===== src/rtl/fir_cfg_pkg.sv =====
// Shared FIR configuration constants: loader state encoding, error codes, sizing helpers.
package fir_cfg_pkg;

  localparam logic [1:0] ST_IDLE  = 2'd0;
  localparam logic [1:0] ST_LOAD  = 2'd1;
  localparam logic [1:0] ST_CHECK = 2'd2;

  localparam logic [1:0] ERR_NONE  = 2'd0;
  localparam logic [1:0] ERR_TMO   = 2'd1;
  localparam logic [1:0] ERR_SUM   = 2'd2;
  localparam logic [1:0] ERR_ABORT = 2'd3;

  // Number of stored coefficients for a symmetric filter of the given order
  function automatic int unsigned calc_nc(input int unsigned ord);
    return (ord + 1) >> 1;
  endfunction

  // Coefficient address width; at least one bit so the port never collapses
  function automatic int unsigned calc_aw(input int unsigned ord);
    return (calc_nc(ord) > 1) ? $clog2(calc_nc(ord)) : 1;
  endfunction

endpackage


===== src/rtl/fir_coeff_loader.sv =====
// Streams a full coefficient set into the fir coefficient-write port,
// checks a modular checksum and reports done or a sticky error.
module fir_coeff_loader
  import fir_cfg_pkg::*;
#(
  parameter int unsigned ORD = 256,
  parameter int unsigned C   = 16,
  parameter int unsigned TMO = 1024,
  localparam int unsigned AW = calc_aw(ORD)
) (
  input  logic          clk,
  input  logic          nrst,
  input  logic          start,
  input  logic          abort,
  input  logic [C-1:0]  exp_sum,
  input  logic          s_valid,
  input  logic [C-1:0]  s_data,
  output logic          s_ready,
  output logic          c_WE,
  output logic [C-1:0]  c_in,
  output logic [AW-1:0] c_addr,
  output logic          busy,
  output logic          done,
  output logic          err,
  output logic [1:0]    err_code
);

  localparam int unsigned NC = calc_nc(ORD);
  localparam int unsigned TW = (TMO > 1) ? $clog2(TMO) : 1;

  logic [1:0]    r_state,    w_state_nxt;
  logic [AW-1:0] r_cnt,      w_cnt_nxt;
  logic [C-1:0]  r_sum,      w_sum_nxt;
  logic [C-1:0]  r_exp,      w_exp_nxt;
  logic [TW-1:0] r_timer,    w_timer_nxt;
  logic          r_we,       w_we_nxt;
  logic [C-1:0]  r_cin,      w_cin_nxt;
  logic [AW-1:0] r_caddr,    w_caddr_nxt;
  logic          r_done,     w_done_nxt;
  logic          r_err,      w_err_nxt;
  logic [1:0]    r_err_code, w_err_code_nxt;
  logic          w_hs;

  // Ready only while loading; an abort in the same cycle blocks the word
  assign s_ready = (r_state == ST_LOAD) && !abort;
  assign w_hs    = s_valid && s_ready;

  assign c_WE     = r_we;
  assign c_in     = r_cin;
  assign c_addr   = r_caddr;
  assign busy     = (r_state != ST_IDLE);
  assign done     = r_done;
  assign err      = r_err;
  assign err_code = r_err_code;

  // Next-state and registered-output decode
  always_comb begin
    w_state_nxt    = r_state;
    w_cnt_nxt      = r_cnt;
    w_sum_nxt      = r_sum;
    w_exp_nxt      = r_exp;
    w_timer_nxt    = r_timer;
    w_we_nxt       = 1'b0;
    w_cin_nxt      = r_cin;
    w_caddr_nxt    = r_caddr;
    w_done_nxt     = 1'b0;
    w_err_nxt      = r_err;
    w_err_code_nxt = r_err_code;

    case (r_state)
      ST_IDLE: begin
        if (start && !abort) begin
          w_state_nxt    = ST_LOAD;
          w_exp_nxt      = exp_sum;
          w_cnt_nxt      = '0;
          w_sum_nxt      = '0;
          w_timer_nxt    = '0;
          w_err_nxt      = 1'b0;
          w_err_code_nxt = ERR_NONE;
        end
      end
      ST_LOAD: begin
        if (abort) begin
          w_state_nxt    = ST_IDLE;
          w_err_nxt      = 1'b1;
          w_err_code_nxt = ERR_ABORT;
        end else if (w_hs) begin
          w_we_nxt    = 1'b1;
          w_cin_nxt   = s_data;
          w_caddr_nxt = r_cnt;
          w_sum_nxt   = r_sum + s_data;
          w_cnt_nxt   = r_cnt + AW'(1);
          w_timer_nxt = '0;
          if (r_cnt == AW'(NC - 1)) begin
            w_state_nxt = ST_CHECK;
          end
        end else if (r_timer == TW'(TMO - 1)) begin
          w_state_nxt    = ST_IDLE;
          w_err_nxt      = 1'b1;
          w_err_code_nxt = ERR_TMO;
        end else begin
          w_timer_nxt = r_timer + TW'(1);
        end
      end
      ST_CHECK: begin
        w_state_nxt = ST_IDLE;
        if (r_sum == r_exp) begin
          w_done_nxt = 1'b1;
        end else begin
          w_err_nxt      = 1'b1;
          w_err_code_nxt = ERR_SUM;
        end
      end
      default: begin
        w_state_nxt = ST_IDLE;
      end
    endcase
  end

  // State and output registers
  always_ff @(posedge clk or negedge nrst) begin
    if (!nrst) begin
      r_state    <= ST_IDLE;
      r_cnt      <= '0;
      r_sum      <= '0;
      r_exp      <= '0;
      r_timer    <= '0;
      r_we       <= 1'b0;
      r_cin      <= '0;
      r_caddr    <= '0;
      r_done     <= 1'b0;
      r_err      <= 1'b0;
      r_err_code <= ERR_NONE;
    end else begin
      r_state    <= w_state_nxt;
      r_cnt      <= w_cnt_nxt;
      r_sum      <= w_sum_nxt;
      r_exp      <= w_exp_nxt;
      r_timer    <= w_timer_nxt;
      r_we       <= w_we_nxt;
      r_cin      <= w_cin_nxt;
      r_caddr    <= w_caddr_nxt;
      r_done     <= w_done_nxt;
      r_err      <= w_err_nxt;
      r_err_code <= w_err_code_nxt;
    end
  end

endmodule


===== config.mk =====
export PLATFORM = sky130hd
export DESIGN_NAME = fir_coeff_loader
export DESIGN_NICKNAME = d
export VERILOG_FILES = /design/src/rtl/fir_cfg_pkg.sv /design/src/rtl/fir_coeff_loader.sv
export SDC_FILE = /design/constraint.sdc
export NUM_CORES = 1
export LEC_CHECK = 0
export CAP_MARGIN = 20
export CORE_UTILIZATION = 49
export DETAILED_ROUTE_END_ITERATION = 7
export PLACE_DENSITY_LB_ADDON = 0.1
export SYNTH_ARGS = -nofsm -noshare
export SYNTH_HDL_FRONTEND = slang
export SYNTH_SLANG_ARGS = --single-unit

===== constraint.sdc =====
create_clock -name clk -period 2.4 [get_ports clk]
set_clock_uncertainty 0.2 [all_clocks]
set_input_delay 0.48 -clock clk [delete_from_list [all_inputs] [get_ports clk]]
set_output_delay 0.48 -clock clk [all_outputs]
set_load 0.02 [all_outputs]

# Word-level counts from Yosys, hierarchy flattened
# Cells that the tools add are included.
# word_totals
reg_bits,79
inputBits,37
elab_cells,79
out_inout_bits,30
# classes
reduce_logical,14
add_sub_neg,3
bitwise_logic,1
eq_ne,14
mux,36
# ops
op,n
16-bit 2-to-1 mux,3
10-bit 2-to-1 mux,4
16-bit case mux with 2 select lines,1
7-bit 2-to-1 mux,3
2-bit 2-to-1 mux,10
10-bit case mux with 2 select lines,1
16-bit adder,1
16-bit equality test,1
7-bit case mux with 2 select lines,1
10-bit by 1-bit adder with 10-bit output (second input constant),1
10-bit equality test (second input constant),1
1-bit 2-to-1 mux,10
2-bit inequality test (second input constant),4
4-bit by 3-bit inequality test with 1-bit output (second input constant),2
4-bit AND reduction,2
7-bit by 1-bit adder with 7-bit output (second input constant),1
7-bit equality test (second input constant),1
3-bit inequality test (second input constant),2
2-bit case mux with 3 select lines,1
3-bit AND reduction,2
5-bit AND reduction,1
2-bit case mux with 2 select lines,1
2-bit nonzero test,2
1-bit logical AND,3
other kinds (9),9

# Depth between registers and ports, before layout
# Gate-level depths: netlist of run 1.
# depth
word_depth,6
ltp_mapped,10
ltp_nobuf,10

# Worst setup path before layout of run 1
# No wires, ideal clock.
# synth_timing
kind,reg-to-reg
startpoint,register r_state[1]
endpoint,register r_cin[10] (netlist: c_in[10])
path_stages_with_launch,9
setup_ns,0.125
t_arrival_ns,2.112
n_path_buf,1
slack_ns,-0.036
period_less_slack_ns,2.436
cell_sequence,dfrtp_1 > inv_1 > ha_1 > clkinv_1 > nor2_1 > nand2_1 > clkinv_1 > buf_2 > mux2_2
# synth_via
elab_chain_cells,4
# synth_rtl
element,line,source
start: declaration,fir_coeff_loader.sv:31,"logic [1:0] r_state, w_state_nxt;"
start signal: assignment,fir_coeff_loader.sv:135,r_state <= w_state_nxt;
2-bit by 1-bit equality test with 1-bit output,fir_coeff_loader.sv:45,assign s_ready = (r_state == ST_LOAD) && !abort;
1-bit logical AND,fir_coeff_loader.sv:45,
via s_ready,fir_coeff_loader.sv:18,"output logic s_ready,"
1-bit logical AND,fir_coeff_loader.sv:46,assign w_hs = s_valid && s_ready;
3-bit AND reduction (no source line),n/a,
end signal: assignment,fir_coeff_loader.sv:141,r_cin <= w_cin_nxt;
end: declaration,fir_coeff_loader.sv:37,"logic [C-1:0] r_cin, w_cin_nxt;"
# The timed path passes the listed nets, and every way through them passes these cells.
# A chain may end at the register's enable or synchronous reset.

# Final worst setup path of run 1
# layout_timing
startpoint,input port s_data[6]
endpoint,register r_sum[15]
# layout_via
elab_chain_cells,4
# layout_rtl
element,line,source
start: declaration,fir_coeff_loader.sv:17,"input logic [C-1:0] s_data,"
16-bit adder,fir_coeff_loader.sv:91,w_sum_nxt = r_sum + s_data;
16-bit 2-to-1 mux,fir_coeff_loader.sv:87,end else if (w_hs) begin
16-bit 2-to-1 mux,fir_coeff_loader.sv:83,if (abort) begin
16-bit case mux with 2 select lines,fir_coeff_loader.sv:70,case (r_state)
end signal: assignment,fir_coeff_loader.sv:137,r_sum <= w_sum_nxt;
end: declaration,fir_coeff_loader.sv:33,"logic [C-1:0] r_sum, w_sum_nxt;"
# Every way passes these cells. The select of a mux whose other input is x is not followed.

==> flow_summary_export.csv, run 1 <==
group,metric,value,unit
yosys,postSynth.asyncResetShare,100,%
detailed_routing,route.detailed.drc,0,
placed_design,place.gp.congestion,0.892,
cts,cts-root-buf,"clkbuf_8",
global_route,antenna_found_initial,0,
floorplan,ios,67,
yosys,syn_area_per_cell,10.8,sq um
setup_path,criticalPathCategory,"in2reg",
floorplan,num_rows,33,
sta,max_freq,409,MHz
sta,timing.final.ws_setup,-0.0444,ns
global_route,grt.overflow.total,0,
cts,cts_tree,"built",
yosys,postSynthCellCount,387,
yosys,yosys.cell_types.count,49,
sta,slew_headroom,73.0,%
global_route,grt_pass1_wl,16400,um
floorplan,die_h,94.3,um
floorplan,design.die.area,0.00889,sq mm
detailed_routing,first_iter_violations,113,
detailed_routing,ant_nets,0,
sta,rsz0062_at_grt,"true",
final_layout,diodes,0,
yosys,synth-seq-cells,79,
run_status,status,"finished, violations left",
yosys,syn_area,0.00417,sq mm
cts,path_clk_slew,0.08,ns
sta,maxSlewViolCount,0,
global_route,grt_usage,24.3,%
cts,clock-sinks,79,
final_layout,nets,596,
yosys,synth_flop_cell,"dfrtp_1",
cts,clk_latency,0.36,ns
final_layout,fill_cells,570,
final_layout,area_growth,44.5,%
placed_design,hpwlAfterDp,7350,um
yosys,synth_edf_count,0,
floorplan,die_x,94.3,um
setup_path,required,2.45,ns
floorplan,core,0.00822,sq mm
sta,worst_pin_slew,0.404,ns
setup_path,crit_arrival,2.49,ns
pwr,total_power,6.83,mW
yosys,synthesis.nets,446,
sta,finalSetupTns,-0.0444,ns
global_route,grt_max_degree,65,
placed_design,io_buffer_count,66,
pwr,leakage,2.67,nW
sta,period_share,102,%
global_route,grt_pass1_vias,3421,
worst_hold_path,hold_class,"in2reg",
floorplan,start_util,50.8,%
final_layout,drive_gt1_share,34.9,%
sta,setup_viol,1,
sta,hold_violations,0,
cts,cts_made_buffers,9,
yosys,yosys_warnings,0,
pwr,power_density,1130,mW/mm^2
run_status,failed_checks,"setup timing",
detailed_routing,vias,3479,
cts,clk_path_buf_depth,2,
sta,finalCriticalPeriod,2.44,ns
detailed_routing,viasPerCell,5.38,
detailed_routing,avgRoutedWirePerCell,16.2,um
detailed_routing,wirelength,10500,um
detailed_routing,firstDrtPassIters,4,
setup_path,cp-end-kind,"flip-flop",
cts,htree_levels,3,
placed_design,dp_slack,-0.709,ns
pwr,ir_worst_vdd,0.711,mV
yosys,yosysSeqAreaShare,47.4,%
setup_path,critPathLaunchType,"input pin",
job,cap_violations,0,
setup_path,path_max_fanout,3,
==> final timing paths <==
| kind | from | to | slack (ns) | cells after the start |
|---|---|---|---|---|
| worst max-delay path | s_data[6] | r_sum[15]$_DFFE_PN0P_ | -0.04 | 10 |
| worst min-delay path | s_data[8] | c_in[8]$_DFFE_PN0P_ | 0.27 | 2 |
| worst max register to register | r_timer[1]$_DFFE_PN0P_ | err_code[0]$_DFFE_PN0P_ | 0.02 | 7 |
| worst min register to register | c_addr[2]$_DFFE_PN0P_ | c_addr[2]$_DFFE_PN0P_ | 0.31 | 1 |
| max in group asynchronous | nrst | r_sum[4]$_DFFE_PN0P_ | 1.04 | 3 |
| min in group asynchronous | nrst | c_in[2]$_DFFE_PN0P_ | 0.32 | 2 |
==> final cells by class <==
type,count,area [sq um],area share (%)
Multi-Input combinational cell,288,2390,39.6
Sequential cell,79,1980,32.8
Timing Repair Buffer,149,1310,21.7
Clock buffer,11,151,2.51
Tap cell,105,131,2.18
Inverter,10,37.5,0.623
Clock inverter,5,31.3,0.519
==> cell usage after synthesis (3+ instances only) <==
cell	count	share of area (%)
a21oi_1	15	1.8
nand2b_1	4	0.60
nor3_1	7	0.84
a21o_1	5	0.90
xor2_1	14	2.9
nand2_1	39	3.5
and3_1	4	0.60
dfrtp_1	79	47
a211oi_1	3	0.54
nand3_1	9	1.1
a22o_1	3	0.63
nand4_1	7	1.0
o31ai_1	5	0.90
mux2_2	39	11
nor2_1	16	1.4
clkbuf_1	5	0.45
o21a_1	7	1.3
ha_1	21	6.3
inv_1	8	0.72
buf_2	4	0.48
a31oi_1	3	0.45
xnor2_1	16	3.4
o21ai_0	39	4.7
o211ai_1	3	0.54
==> state kept, by name (all words and copies together), names as in the netlist <==
signal	flops
r_timer	10
r_cnt	7
done	1
err	1
r_exp	16
r_sum	16
c_in	16
r_state	2
err_code	2
c_WE	1
c_addr	7
==> critical path: stages <==
cell             delay (ns)
clkdlybuf4s50_1        0.48
ha_4                   0.32
nand3_1                0.12
nor3_2                 0.20
o21ai_1                0.11
buf_4                  0.17
a31oi_4                0.15
xor2_1                 0.19
o21ai_0                0.10
a22o_1                 0.18
==> where the power goes <==
group	total, mW	switching [mW]	internal (mW)	leakage, nW
registers	2.21	0.407	1.81	1.02
logic	3.67	1.70	1.97	1.56
clock network	0.950	0.519	0.431	0.0955
==> through the flow <==
stage	hold WS (ns)	cells	util, %	area, sq um
floorplan	-0.0156	387	-	4180
global placement	0.153	616	66.4	5460
detailed placement	0.157	616	66.4	5460
CTS	0.294	638	70.2	5770
global route	0.273	647	73.4	6030
finish	0.273	647	73.4	6030
==> per-layer routing <==
metal	part of all wire [%]	vias to the layer above	wire, um	track usage, %
li1	-	1694	-	-
met1	45	1698	4740	30.7
met2	50	73	5200	40.7
met3	3.3	14	344	4.53
met4	1.9	0	194	9.49
met5	0	-	0	0
==> cell families after synthesis <==
group           count (synthesis)  synth area share [%]
compound gates                 92                  14.2
flops                          79                  47.4
fa+ha+maj                      22                  6.77
buf+inv                        20                  2.01
simple gates                  101                  11.8
mux                            43                  11.5
xor+xnor                       30                  6.29
==> repair_timing <==
item / in CTS / in global routing
pin swaps: 12 / 17
gates resized for setup: 29 / 37
endpoints found under the hold margin: 15 / 0
endpoints found under the setup margin: 10 / 27
hold buffers: 1 / 0
buffers inserted: 5 / 9
cloned: 0 / 0
==> layout by cell type, fill, tap and decap left out, types with 3 or more instances in the layout <==
cell	netlist	final
nor3_1	7	6
a21o_1	5	5
clkinv_2	0	3
clkbuf_8	0	11
o21ai_2	0	3
xnor2_1	16	15
and3_1	4	3
inv_1	8	6
buf_4	1	80
clkdlybuf4s50_1	0	55
nand2b_1	4	4
o31ai_1	5	5
nand4_1	7	7
nor2_2	2	3
a21oi_1	15	8
o21a_1	7	7
dfrtp_1	79	78
o21ai_0	39	29
xor2_1	14	14
ha_1	21	9
a21oi_2	0	6
a22o_1	3	3
o21ai_1	0	6
nand3_1	9	8
o211ai_1	3	3
ha_4	0	10
nand2_1	39	39
nor2_1	16	15
mux2_2	39	39
dlygate4sd2_1	0	7
Power figures use the tool's default switching activity.
==> run 2: changes to the inputs <==
- HOLD_SLACK_MARGIN: unset -> 0.06
- SKIP_LAST_GASP: unset -> 1
==> run 2 against run 1 <==
- the run still ends with setup timing left
- flip-flop and latch count unchanged
- routed wire length decreased by 0.41%
- sequential share of layout area is 0.082 points higher
- die area unchanged
- global-route usage stayed put
- final cell count stayed put
- count of clock-buffer cells in the layout is the same
- highest routed layer unchanged
==> flow_summary_export.csv, run 2 (synthesized netlist as in run 1, its figures left out) <==
group,metric,value,unit
run_status,failed_checks,"setup timing",
final_layout,fill_cells,573,
final_layout,multiInputGateArea,0.00238,sq mm
setup_path,critical-path-max-stage-delay,0.48,ns
floorplan,num_rows,33,
cts,cts-root-buf,"clkbuf_8",
setup_path,slowest_stage,"clkdlybuf4s50_1",
global_route,grt_usage,24.3,%
cts,htree_levels,3,
setup_path,required,2.44,ns
detailed_routing,ant_nets,0,
sta,finalSetupTns,-0.0345,ns
detailed_routing,route.detailed.drc,0,
sta,finalCriticalPeriod,2.43,ns
setup_path,crit_chain,"clkdlybuf4s50_1 > ha_4 > nand3_1 > nor3_2 > o21ai_1 > buf_4 > a31oi_4 > xor2_1 > o21ai_0 > a22o_1",
floorplan,core,0.00822,sq mm
sta,rsz0062_at_grt,"true",
pwr,pwr-share-comb,53.6,%
detailed_routing,wirelength,10400,um
floorplan,start_util,50.8,%
cts,path_clk_slew,0.08,ns
global_route,grt.overflow.total,0,
sta,setup_viol,1,
floorplan,die_x,94.3,um
job,cap_violations,0,
sta,maxSlewViolCount,0,
floorplan,ios,67,
sta,hold_violations,0,
global_route,grt_max_degree,65,
sta,worst_pin_slew,0.398,ns
detailed_routing,first_iter_violations,103,
sta,hold_ws,0.273,ns
sta,max_freq,411,MHz
final_layout,layout_common_cells,"buf_4, dfrtp_1, clkdlybuf4s50_1",
global_route,antenna_found_initial,0,
pwr,total_power,6.80,mW
setup_path,criticalPathCategory,"in2reg",
cts,cts_made_buffers,9,
detailed_routing,firstDrtPassIters,4,
detailed_routing,avgRoutedWirePerCell,16.1,um
pwr,p_sw_share,38.4,%
cts,cts_tree,"built",
pwr,switchingPower,2.61,mW
pwr,leakage,2.66,nW
placed_design,hpwlAfterDp,7350,um
setup_path,crit_arrival,2.48,ns
floorplan,die_h,94.3,um
sta,period_share,101,%
pwr,p_clk_share,13.9,%
setup_path,cp-end-kind,"flip-flop",
global_route,grt_pass1_vias,3421,
setup_path,critPathLaunchType,"input pin",
final_layout,layout_commonest_cell,"buf_4",
placed_design,place.gp.congestion,0.892,
final_layout,diodes,0,
worst_hold_path,hold_class,"in2reg",
placed_design,dp_slack,-0.709,ns
cts,clk_path_buf_depth,2,
detailed_routing,viasPerCell,5.40,
cts,clock-sinks,79,
final_layout,drive_gt1_share,34.5,%
global_route,grt_pass1_wl,16400,um
sta,timing.final.ws_setup,-0.0345,ns
pwr,power_density,1130,mW/mm^2
detailed_routing,vias,3493,
pwr,p_int,4.19,mW
setup_path,critical_path.top_delay_family,"buffers and inverters",
cts,clk_latency,0.36,ns
sta,slew_headroom,73.5,%
final_layout,fin_util,73.2,%
setup_path,path_max_fanout,3,
run_status,status,"finished, violations left",
floorplan,design.die.area,0.00889,sq mm
final_layout,area_growth,44.0,%
final_layout,seq_area,0.00198,sq mm
final_layout,nets,596,
pwr,ir_worst_vdd,0.709,mV
placed_design,io_buffer_count,66,
setup_path,crit_buf_inv,2,
pwr,seqPwrFrac,32.5,%
## run 2: changes by cell type in the layout (fill, tap and decap cells not counted), sizes merged
cell | previous run | this run
clkdlybuf4s50 | 55 | 56
dlymetal6s2s | 2 | 1
## run 2: cell type report
| cell class | count | area share, % |
|---|---|---|
| repair buffers | 149 | 21.7 |
| well taps | 105 | 2.19 |
| clock inverters | 5 | 0.520 |
| multi-input cells | 288 | 39.6 |
| inverters | 10 | 0.624 |
| flip-flops and latches | 79 | 32.9 |
| clock buffers | 11 | 2.52 |
## run 2: worst paths after layout
path / startpoint / endpoint / slack, ns / cells past startpoint
worst max-delay path: s_data[6] / r_sum[15]$_DFFE_PN0P_ / -0.03 / 10
worst max register to register: r_timer[1]$_DFFE_PN0P_ / err_code[0]$_DFFE_PN0P_ / 0.01 / 7
max in group asynchronous: nrst / r_exp[6]$_DFFE_PN0P_ / 1.06 / 3
worst min register to register: c_addr[2]$_DFFE_PN0P_ / c_addr[2]$_DFFE_PN0P_ / 0.31 / 1
worst min-delay path: s_data[8] / c_in[8]$_DFFE_PN0P_ / 0.27 / 2
min in group asynchronous: nrst / c_in[2]$_DFFE_PN0P_ / 0.33 / 2
## run 2: metal layers
layer	vias to the layer above	track usage (%)	share of wire (%)
met5	-	0	0
met4	0	9.49	2.4
met3	19	4.53	4.5
met2	89	40.7	50
met1	1693	30.7	43
li1	1692	-	-
## run 2: power groups by stage
stage	Sequential [mW]	Clock [mW]	Combinational, mW
detailed placement	2.20	0	3.26
CTS	2.19	0.959	3.39
global route	2.27	1.02	3.96
global placement	2.18	0	3.18
finish	2.21	0.945	3.65
floorplan	2.33	0	1.67
## run 2: through the flow
stage                     area [sq um]  cells
after floorplan                   4180    387
after global placement            5460    616
after detailed placement          5460    616
after CTS                         5770    638
after global routing              6010    647
final                             6010    647
## run 2: repair_timing
item	in CTS	in global routing
endpoints found under the setup margin	10	27
hold buffers	1	0
pin swaps	12	17
buffers inserted	5	9
gates resized for setup	29	32
endpoints found under the hold margin	15	0
==> run 3: changes to the inputs <==
- CTS_CLUSTER_SIZE: unset -> 10
==> results of run 3 <==
The final DEF is identical to that of run 2; final timing and power are the same.
